### src/rtl/fp_mul_pipe_if.sv
// Handshake and operand/result bundle for the pipelined floating-point multiplier.
// The master drives operands and accepts results; the slave is the multiplier.
interface fp_mul_pipe_if #(
    parameter int EXP_W = 8,
    parameter int MAN_W = 23
);
    localparam int W = 1 + EXP_W + MAN_W;

    logic         in_valid;
    logic         in_ready;
    logic [W-1:0] a;
    logic [W-1:0] b;
    logic         out_valid;
    logic         out_ready;
    logic [W-1:0] result;
    logic         overflow;
    logic         underflow;
    logic         invalid;

    modport master (
        output in_valid, a, b, out_ready,
        input  in_ready, out_valid, result, overflow, underflow, invalid
    );

    modport slave (
        input  in_valid, a, b, out_ready,
        output in_ready, out_valid, result, overflow, underflow, invalid
    );
endinterface

### src/rtl/fp_mul_pipe.sv
// 3-stage IEEE-754 multiplier (unpack/multiply, normalise/round-to-nearest-even, pack/exceptions).
// Optional sticky exception flags are built when FP_MUL_STICKY_FLAGS_EN is defined.
module fp_mul_pipe #(
    parameter int EXP_W = 8,
    parameter int MAN_W = 23
) (
    input logic         clk,
    input logic         rst_n,
    fp_mul_pipe_if.slave bus
`ifdef FP_MUL_STICKY_FLAGS_EN
    ,
    input  logic        flags_clr,
    output logic [2:0]  flags_sticky
`endif
);
    localparam int W  = 1 + EXP_W + MAN_W;
    localparam int PW = 2 * MAN_W + 2;
    localparam int XW = EXP_W + 2;

    localparam logic [XW-1:0]        BIAS    = XW'((1 << (EXP_W - 1)) - 1);
    localparam logic signed [XW-1:0] EXP_OVF = XW'((1 << EXP_W) - 1);
    localparam logic [W-1:0]         QNAN    = {1'b0, {EXP_W{1'b1}}, 1'b1, {(MAN_W-1){1'b0}}};

    logic adv;
    logic out_valid_q;

    // Every stage moves together; a full output register with no taker freezes the whole pipe.
    assign adv          = !out_valid_q || bus.out_ready;
    assign bus.in_ready = adv;

    // ---------------- Stage 1: unpack, classify, multiply ----------------
    logic [EXP_W-1:0] ea, eb;
    logic [MAN_W-1:0] fa, fb;
    logic             a_zero, a_inf, a_nan, b_zero, b_inf, b_nan;

    assign ea = bus.a[W-2:MAN_W];
    assign eb = bus.b[W-2:MAN_W];
    assign fa = bus.a[MAN_W-1:0];
    assign fb = bus.b[MAN_W-1:0];

    assign a_zero = (ea == '0);
    assign b_zero = (eb == '0);
    assign a_inf  = (&ea) && (fa == '0);
    assign b_inf  = (&eb) && (fb == '0);
    assign a_nan  = (&ea) && (fa != '0);
    assign b_nan  = (&eb) && (fb != '0);

    logic                 s1_valid, s1_sign, s1_nan, s1_zinf, s1_inf, s1_zero;
    logic signed [XW-1:0] s1_exp;
    logic [PW-1:0]        s1_prod;

    // ---------------- Stage 2: normalise and round ----------------
    logic             msb, guard, sticky, round_up, carry;
    logic [MAN_W-1:0] frac_t, frac_r;
    logic [XW-1:0]    exp_n;

    always_comb begin
        msb = s1_prod[PW-1];
        if (msb) begin
            frac_t = s1_prod[PW-2 -: MAN_W];
            guard  = s1_prod[MAN_W];
            sticky = |s1_prod[MAN_W-1:0];
        end else begin
            frac_t = s1_prod[PW-3 -: MAN_W];
            guard  = s1_prod[MAN_W-1];
            sticky = |s1_prod[MAN_W-2:0];
        end
        round_up        = guard && (sticky || frac_t[0]);
        // An all-ones fraction that rounds up wraps to zero; the carry moves into the exponent.
        {carry, frac_r} = {1'b0, frac_t} + (MAN_W + 1)'(round_up);
        exp_n           = s1_exp + XW'(msb) + XW'(carry);
    end

    logic                 s2_valid, s2_sign, s2_nan, s2_zinf, s2_inf, s2_zero;
    logic signed [XW-1:0] s2_exp;
    logic [MAN_W-1:0]     s2_frac;

    // ---------------- Stage 3: pack and resolve exceptions ----------------
    logic [W-1:0] res_d;
    logic         ovf_d, unf_d, inv_d;

    // NOTE: every output of a combinational block is given a default first so no path infers a latch.
    always_comb begin
        res_d = {s2_sign, s2_exp[EXP_W-1:0], s2_frac};
        ovf_d = 1'b0;
        unf_d = 1'b0;
        inv_d = 1'b0;
        if (s2_nan) begin
            res_d = QNAN;
        end else if (s2_zinf) begin
            res_d = QNAN;
            inv_d = 1'b1;
        end else if (s2_inf) begin
            res_d = {s2_sign, {EXP_W{1'b1}}, {MAN_W{1'b0}}};
        end else if (s2_zero) begin
            res_d = {s2_sign, {(W-1){1'b0}}};
        end else if (s2_exp >= EXP_OVF) begin
            res_d = {s2_sign, {EXP_W{1'b1}}, {MAN_W{1'b0}}};
            ovf_d = 1'b1;
        end else if (s2_exp[XW-1] || (s2_exp == '0)) begin
            res_d = {s2_sign, {(W-1){1'b0}}};
            unf_d = 1'b1;
        end
    end

    logic [W-1:0] result_q;
    logic         ovf_q, unf_q, inv_q;

    // Control and output registers: cleared by reset.
    always_ff @(posedge clk) begin
        if (!rst_n) begin
            s1_valid    <= 1'b0;
            s2_valid    <= 1'b0;
            out_valid_q <= 1'b0;
            result_q    <= '0;
            ovf_q       <= 1'b0;
            unf_q       <= 1'b0;
            inv_q       <= 1'b0;
        end else if (adv) begin
            s1_valid    <= bus.in_valid;
            s2_valid    <= s1_valid;
            out_valid_q <= s2_valid;
            result_q    <= res_d;
            ovf_q       <= s2_valid && ovf_d;
            unf_q       <= s2_valid && unf_d;
            inv_q       <= s2_valid && inv_d;
        end
    end

    // NOTE: datapath registers carry no reset; their contents are meaningless unless the
    // matching valid bit is set, so a reset would only cost routing.
    always_ff @(posedge clk) begin
        if (adv) begin
            s1_sign <= bus.a[W-1] ^ bus.b[W-1];
            s1_nan  <= a_nan || b_nan;
            s1_zinf <= (a_zero && b_inf) || (a_inf && b_zero);
            s1_inf  <= a_inf || b_inf;
            s1_zero <= a_zero || b_zero;
            s1_exp  <= $signed({2'b00, ea} + {2'b00, eb} - BIAS);
            s1_prod <= {1'b1, fa} * {1'b1, fb};

            s2_sign <= s1_sign;
            s2_nan  <= s1_nan;
            s2_zinf <= s1_zinf;
            s2_inf  <= s1_inf;
            s2_zero <= s1_zero;
            s2_exp  <= $signed(exp_n);
            s2_frac <= frac_r;
        end
    end

    assign bus.out_valid = out_valid_q;
    assign bus.result    = result_q;
    assign bus.overflow  = ovf_q;
    assign bus.underflow = unf_q;
    assign bus.invalid   = inv_q;

`ifdef FP_MUL_STICKY_FLAGS_EN
    logic [2:0] sticky_q;

    // A flag delivered in the same cycle as a clear survives the clear.
    always_ff @(posedge clk) begin
        if (!rst_n) begin
            sticky_q <= 3'b000;
        end else begin
            sticky_q <= (flags_clr ? 3'b000 : sticky_q)
                      | ((out_valid_q && bus.out_ready) ? {inv_q, ovf_q, unf_q} : 3'b000);
        end
    end

    assign flags_sticky = sticky_q;
`endif
endmodule

### src/flat_wrapper.sv
// flat-port wrapper written by rule: the top's interface ports become plain ports
module fp_mul_pipe_flat 
#(
    parameter int EXP_W = 8,
    parameter int MAN_W = 23
)
  (clk, rst_n, bus_in_valid, bus_a, bus_b, bus_out_ready, bus_in_ready, bus_out_valid, bus_result, bus_overflow, bus_underflow, bus_invalid);
  fp_mul_pipe_if #(.EXP_W(EXP_W), .MAN_W(MAN_W)) bus_i ();
  input logic clk;
  input logic rst_n;
  input wire logic [$bits(bus_i.in_valid)-1:0] bus_in_valid;
  input wire logic [$bits(bus_i.a)-1:0] bus_a;
  input wire logic [$bits(bus_i.b)-1:0] bus_b;
  input wire logic [$bits(bus_i.out_ready)-1:0] bus_out_ready;
  output wire logic [$bits(bus_i.in_ready)-1:0] bus_in_ready;
  output wire logic [$bits(bus_i.out_valid)-1:0] bus_out_valid;
  output wire logic [$bits(bus_i.result)-1:0] bus_result;
  output wire logic [$bits(bus_i.overflow)-1:0] bus_overflow;
  output wire logic [$bits(bus_i.underflow)-1:0] bus_underflow;
  output wire logic [$bits(bus_i.invalid)-1:0] bus_invalid;
  assign bus_i.in_valid = bus_in_valid;
  assign bus_i.a = bus_a;
  assign bus_i.b = bus_b;
  assign bus_i.out_ready = bus_out_ready;
  assign bus_in_ready = bus_i.in_ready;
  assign bus_out_valid = bus_i.out_valid;
  assign bus_result = bus_i.result;
  assign bus_overflow = bus_i.overflow;
  assign bus_underflow = bus_i.underflow;
  assign bus_invalid = bus_i.invalid;
  fp_mul_pipe #(.EXP_W(EXP_W), .MAN_W(MAN_W)) u_core (.clk(clk), .rst_n(rst_n), .bus(bus_i));
endmodule
### config.mk
export PLATFORM = sky130hd
export DESIGN_NAME = fp_mul_pipe_flat
export DESIGN_NICKNAME = d
export VERILOG_FILES = /design/src/rtl/fp_mul_pipe_if.sv /design/src/rtl/fp_mul_pipe.sv /design/src/flat_wrapper.sv
export SDC_FILE = /design/constraint.sdc
export NUM_CORES = 2
export LEC_CHECK = 0
export BUFFER_PORTS_ARGS = -buffer_cell sky130_fd_sc_hd__buf_2
export CAP_MARGIN = 20
export CORE_AREA = 3 3 218 220
export DETAILED_ROUTE_END_ITERATION = 8
export DIE_AREA = 0 0 221 223
export PLACE_DENSITY = 0.7
export SLEW_MARGIN = 15
export SYNTH_ARGS = -nofsm -noshare
export SYNTH_HDL_FRONTEND = slang
export SYNTH_SLANG_ARGS = --single-unit
### constraint.sdc
create_clock -name clk -period 10.6 [get_ports clk]
set_input_delay 2.65 -clock clk [delete_from_list [all_inputs] [get_ports clk]]
set_output_delay 2.65 -clock clk [all_outputs]
set_load 0.02 [all_outputs]
[Yosys cells after proc, flatten, opt, wreduce, memory -nomap -nowiden]
Cells that the tools add are included.
Storage, ports and cells
  register bits after elaboration: 139
  bits in latches: 0
  memory bits (writable): 0
  ROM bits: 0
  input port bits: 68
  output and inout port bits: 37
  word-level logic and storage cells: 80
  memories kept: 0
Cells by class
  $add $sub $neg: 5
  multiply operators: 1
  div/mod/pow operators: 0
  $lt $le $gt $ge: 1
  equal/unequal tests: 0
  shift operators: 0
  muxes and demuxes: 22
  bitwise gates (word level): 1
  reduce and logical (&&, ||, !) cells: 29
Operator list (count)
  2-to-1 mux 31 bit: 4
  2-to-1 mux 32 bit: 2
  multiplier 24 x 24 -> 48 bit: 1
  zero test 23 bit: 2
  nonzero test 23 bit: 2
  adder 23 x 1 -> 24 bit: 1
  2-to-1 mux 23 bit: 1
  OR reduction 23 bit: 1
  OR reduction 22 bit: 1
  adder 10 x 1 -> 10 bit: 2
  zero test 8 bit: 2
  AND reduction 8 bit: 2
  2-to-1 mux 1 bit: 15
  greater-or-equal comparator 10 x 9 -> 1 bit, second input constant: 1
  logical AND 1 bit: 10
  zero test 10 bit: 1
  subtractor 10 x 7 -> 10 bit, second input constant: 1
  adder 8 x 8 -> 9 bit: 1
  logical OR 1 bit: 7
  zero test 1 bit: 1
  XOR 1 bit: 1

[Longest topological paths before layout]
  word-level depth: 9
  gate-level depth with buffers: 27
  mapped depth without buffers: 25

[Least setup slack after synthesis]
No wires, ideal clock.
  kind: in2reg
  from: in bus_b[3]
  to: reg u_core.s1_prod[47] (data pin)
  data arrival time: 8.901 ns
  required time: 10.328 ns
  path slack: 1.428 ns
  stages: 26
  cell sequence: clkbuf_1 nand2_1 fa_1 inv_1 fa_1 inv_1 fa_1 inv_1 fa_1 inv_1 fa_1 inv_1 fa_1 inv_1 fa_1 inv_1 ha_1 a21oi_4 nor2_1 o31a_1 o2bb2ai_1 a211oi_2 nor4b_1 o21ai_2 mux2i_1 or4b_1
On the way
  word-level cells in the longest chain between the ends: 1
Ends and longest elaborated chain
  start: declaration: line flat_wrapper.sv:13  | input wire logic [$bits(bus_i.b)-1:0] bus_b;
  multiplier 24 x 24 -> 48 bit: line fp_mul_pipe.sv:140  | s1_prod <= {1'b1, fa} * {1'b1, fb};
  end signal: assignment: line fp_mul_pipe.sv:140
  end: declaration: line fp_mul_pipe.sv:50  | logic [PW-1:0] s1_prod;
No other way between the ends.
A chain may end at the register's enable or synchronous reset.

[Final worst setup path]
  from: in bus_b[12]
  to: reg u_core.s1_prod[47] (data pin)
Same word-level chain as after synthesis.

==> flow_metrics.py <==
metrics = {
    "clock_network": {
        "numCtsBuffers": 17,
        "holdBufCountCts": 0,
        "root_buffer": "clkbuf_16",
        "cts_buffer_depth": 2,
        "clk_pin_slew_ns": 0.06,
        "clk_latency_ns": 0.41,
        "post_cts_buffers": 0,
        "cts-resized-gates": 0,
        "cts_tree": "done",
        "clkSinkCount": 139,
        "cts_htree_levels": 4,
    },
    "route": {
        "vias": 18207,
        "via_per_inst": 5.494,
        "wl_um": 63740,
        "drc": 0,
        "ant_nets": 0,
        "post_drt_wl_per_cell_um": 19.23,
        "drt_pass1_iterations": 5,
        "drt_iter0_markers": 1513,
    },
    "status": {
        "outcome": "finished, final reports clean",
    },
    "critical_path": {
        "r2r_slack_ns": 6.92,
        "r2r_cells": 11,
        "cp_data_arrival_time_ns": 9.85,
        "r2r-end": "u_core.s2_exp[9]",
        "path_max_fanout": 20,
        "slowest_stage": "nor4b_1",
        "critPathMostFrequentCell": "fa_1",
        "crit_required_ns": 10.75,
        "r2r_start": "u_core.s1_prod[47]",
        "critPathLaunchType": "primary input",
        "criticalPathCategory": "in -> reg",
        "cp-end-kind": "flop",
        "crit_chain": "buf_2 > inv_1 > nor2_1 > fa_1 > inv_1 > fa_1 > inv_1 > fa_1 > fa_1 > fa_1 > fa_1 > inv_1 > fa_1 > inv_1 > ha_1 > and2_1 > and3_1 > nand2_1 > nor2_1 > a211oi_2 > nor4b_1 > o21ai_2 > mux2i_1 > or4b_1",
        "crit_path_max_incr_delay_ns": 0.65,
    },
    "synthesis": {
        "syn_nets": 3411,
        "ys_types": 61,
        "yosysWarnings": 0,
        "synth-edff-count": 101,
        "synth_area_leaders": "fa_1 (39%), edfxtp_1 (12%), ha_1 (9.2%), inv_1 (8.8%), and2_1 (6.3%)",
        "synth_top_area_share_pct": 38.81,
        "netlist.top_cell.by_area": "fa_1",
        "syn_area_per_cell_sq_um": 9.333,
        "synthCells": 2675,
        "ys_seq_elements": 139,
        "seq_area_frac_synth_pct": 15.19,
        "synthFlopType": "edfxtp_1",
        "syn-cell-area_sq_um": 24970,
        "async_flop_share_pct": 0,
    },
    "placed_design": {
        "place_hpwl_um": 50650,
        "place_congestion": 0.9539,
        "io_buffers": 104,
        "place_area_sq_um": 25950,
    },
    "die": {
        "die_w_um": 221,
        "rows": 78,
        "coreArea_sq_um": 45480,
        "start_util_pct": 54.90,
        "pin_count": 105,
        "dieHeight_um": 223,
        "die_area_sq_um": 49280,
    },
    "sta": {
        "slew_viol_final": 0,
        "tns_ns": 0,
        "timing.final.crit_share_pct": 91.54,
        "worstMarginPinSlew_ns": 0.8516,
        "fmax_mhz": 103.1,
        "rsz0062_at_grt": "no",
        "hold-worst-slack_ns": 0.4168,
        "max_slew_margin_pct": 42.75,
        "skew_ns": 0.007480,
        "setup_viol_count_final": 0,
        "hold_viol_final": 0,
        "post-route-min-period_ns": 9.703,
    },
    "worst_hold_path": {
        "hold_path.class": "reg -> reg",
        "min_from": "u_core.s1_zinf",
        "min_path_cells": 0,
        "min_to": "u_core.s2_zinf",
    },
    "finish": {
        "antenna_cells": 0,
        "num-fill-cells": 3987,
        "fin_area_sq_um": 26510,
        "area.growth.synth_to_final_pct": 6.179,
        "final_cell_mix": "inv_1 (582), fa_1 (484), nand2_1 (340)",
        "multi_input_area_sq_um": 18560,
        "nets": 3437,
        "drive_gt1_share_pct": 6.411,
        "regArea_sq_um": 3794,
        "final_common_cell": "inv_1",
    },
    "global_route": {
        "overflow": 0,
        "grt_pass1_vias": 19266,
        "antenna_found_initial": 3,
        "grt_max_degree": 72,
        "track_usage_pct": 26.43,
        "grt_pass1_wl_um": 103200,
    },
    "job": {
        "maxCapViolCount": 0,
    },
}
-- kinds of logic (layout without fill, tap and decap cells) --
logic type	count (synthesis)	after routing	synth area share [%]
AOI/OAI and AO/OA	229	229	5.823
buffers and inverters	701	740	10.54
adders and majority gates	668	668	48.03
and+or+nand+nor	830	830	16.52
muxes	15	15	0.6264
xor gates and xnor gates	93	93	3.262
DFF	139	139	15.19
-- registers in the layout (all words and copies together), names as in the netlist, 10 cells and up --
register / flops
u_core.bus.result: 32
u_core.s2_frac: 23
u_core.s1_exp: 10
u_core.s2_exp: 10
u_core.s1_prod: 48
-- worst max-delay path, delay by kind of cell --
family	cells	cell delay, ns
adder cells (fa/ha/maj)	8	3.63
AO/OA/AOI/OAI	2	0.29
AND/OR/NAND/NOR	7	2.10
buffers and inverters	6	1.03
multiplexers	1	0.14
-- final cells by class --
cell class / instances / area share, %
Clock buffer: 20 / 1.685
Clock inverter: 12 / 0.3729
Inverter: 586 / 8.307
Multi-Input combinational cell: 1835 / 70.01
Sequential cell: 139 / 14.31
Tap cell: 600 / 2.832
Timing Repair Buffer: 122 / 2.487
-- cells in the mapped netlist (all sizes together), types with 4 or more instances --
master and count:
nor4 23, edfxtp 101, nand2b 7, and2 252, a211oi 4, nor3 12
a311oi 5, a31oi 6, xnor2 52, a22oi 23, a21boi 5, mux2 5
xor2 41, nand2 340, a21oi 78, mux2i 10, a21o 17, clkbuf 113
dfxtp 38, and3 7, o21ai 57, fa 484, inv 583, nand4 20
nor2b 36, o21bai 13, ha 184, nand3 37, nor2 81
-- how the worst max path moves through the flow --
stage | cells past startpoint | end | slack (ns) | startpoint
after global placement | 24 | u_core.s1_prod[47] | 0.64 | bus_b[12]
after floorplan | 26 | u_core.s1_prod[47] | 1.43 | bus_b[3]
after global routing | 24 | u_core.s1_prod[47] | 0.63 | bus_b[12]
after CTS | 24 | u_core.s1_prod[47] | 0.98 | bus_b[12]
after detailed placement | 24 | u_core.s1_prod[47] | 0.55 | bus_b[12]
final | 24 | u_core.s1_prod[47] | 0.90 | bus_b[12]
-- layer usage --
| metal | global-route usage [%] | vias to the layer above | share of wire (%) |
|---|---|---|---|
| met1 | 35.57 | 9087 | 42 |
| li1 | - | 8172 | - |
| met2 | 43.66 | 817 | 46 |
| met3 | 5.632 | 125 | 9.1 |
| met4 | 7.478 | 6 | 2.9 |
| met5 | 0 | - | 0.066 |
-- per-stage QoR --
stage	instances	util [%]	setup WS [ns]
2_1_floorplan	2675	-	1.428
3_3_place_gp	3281	57.07	0.6416
3_5_place_dp	3281	57.07	0.5546
4_1_cts	3313	58.26	0.9850
5_1_grt	3314	58.29	0.6320
6_report	3314	58.29	0.8971
Power is left out: the tool's default activity adds up to more than one toggle a clock period on the data nets, which glitch-free logic cannot reach.
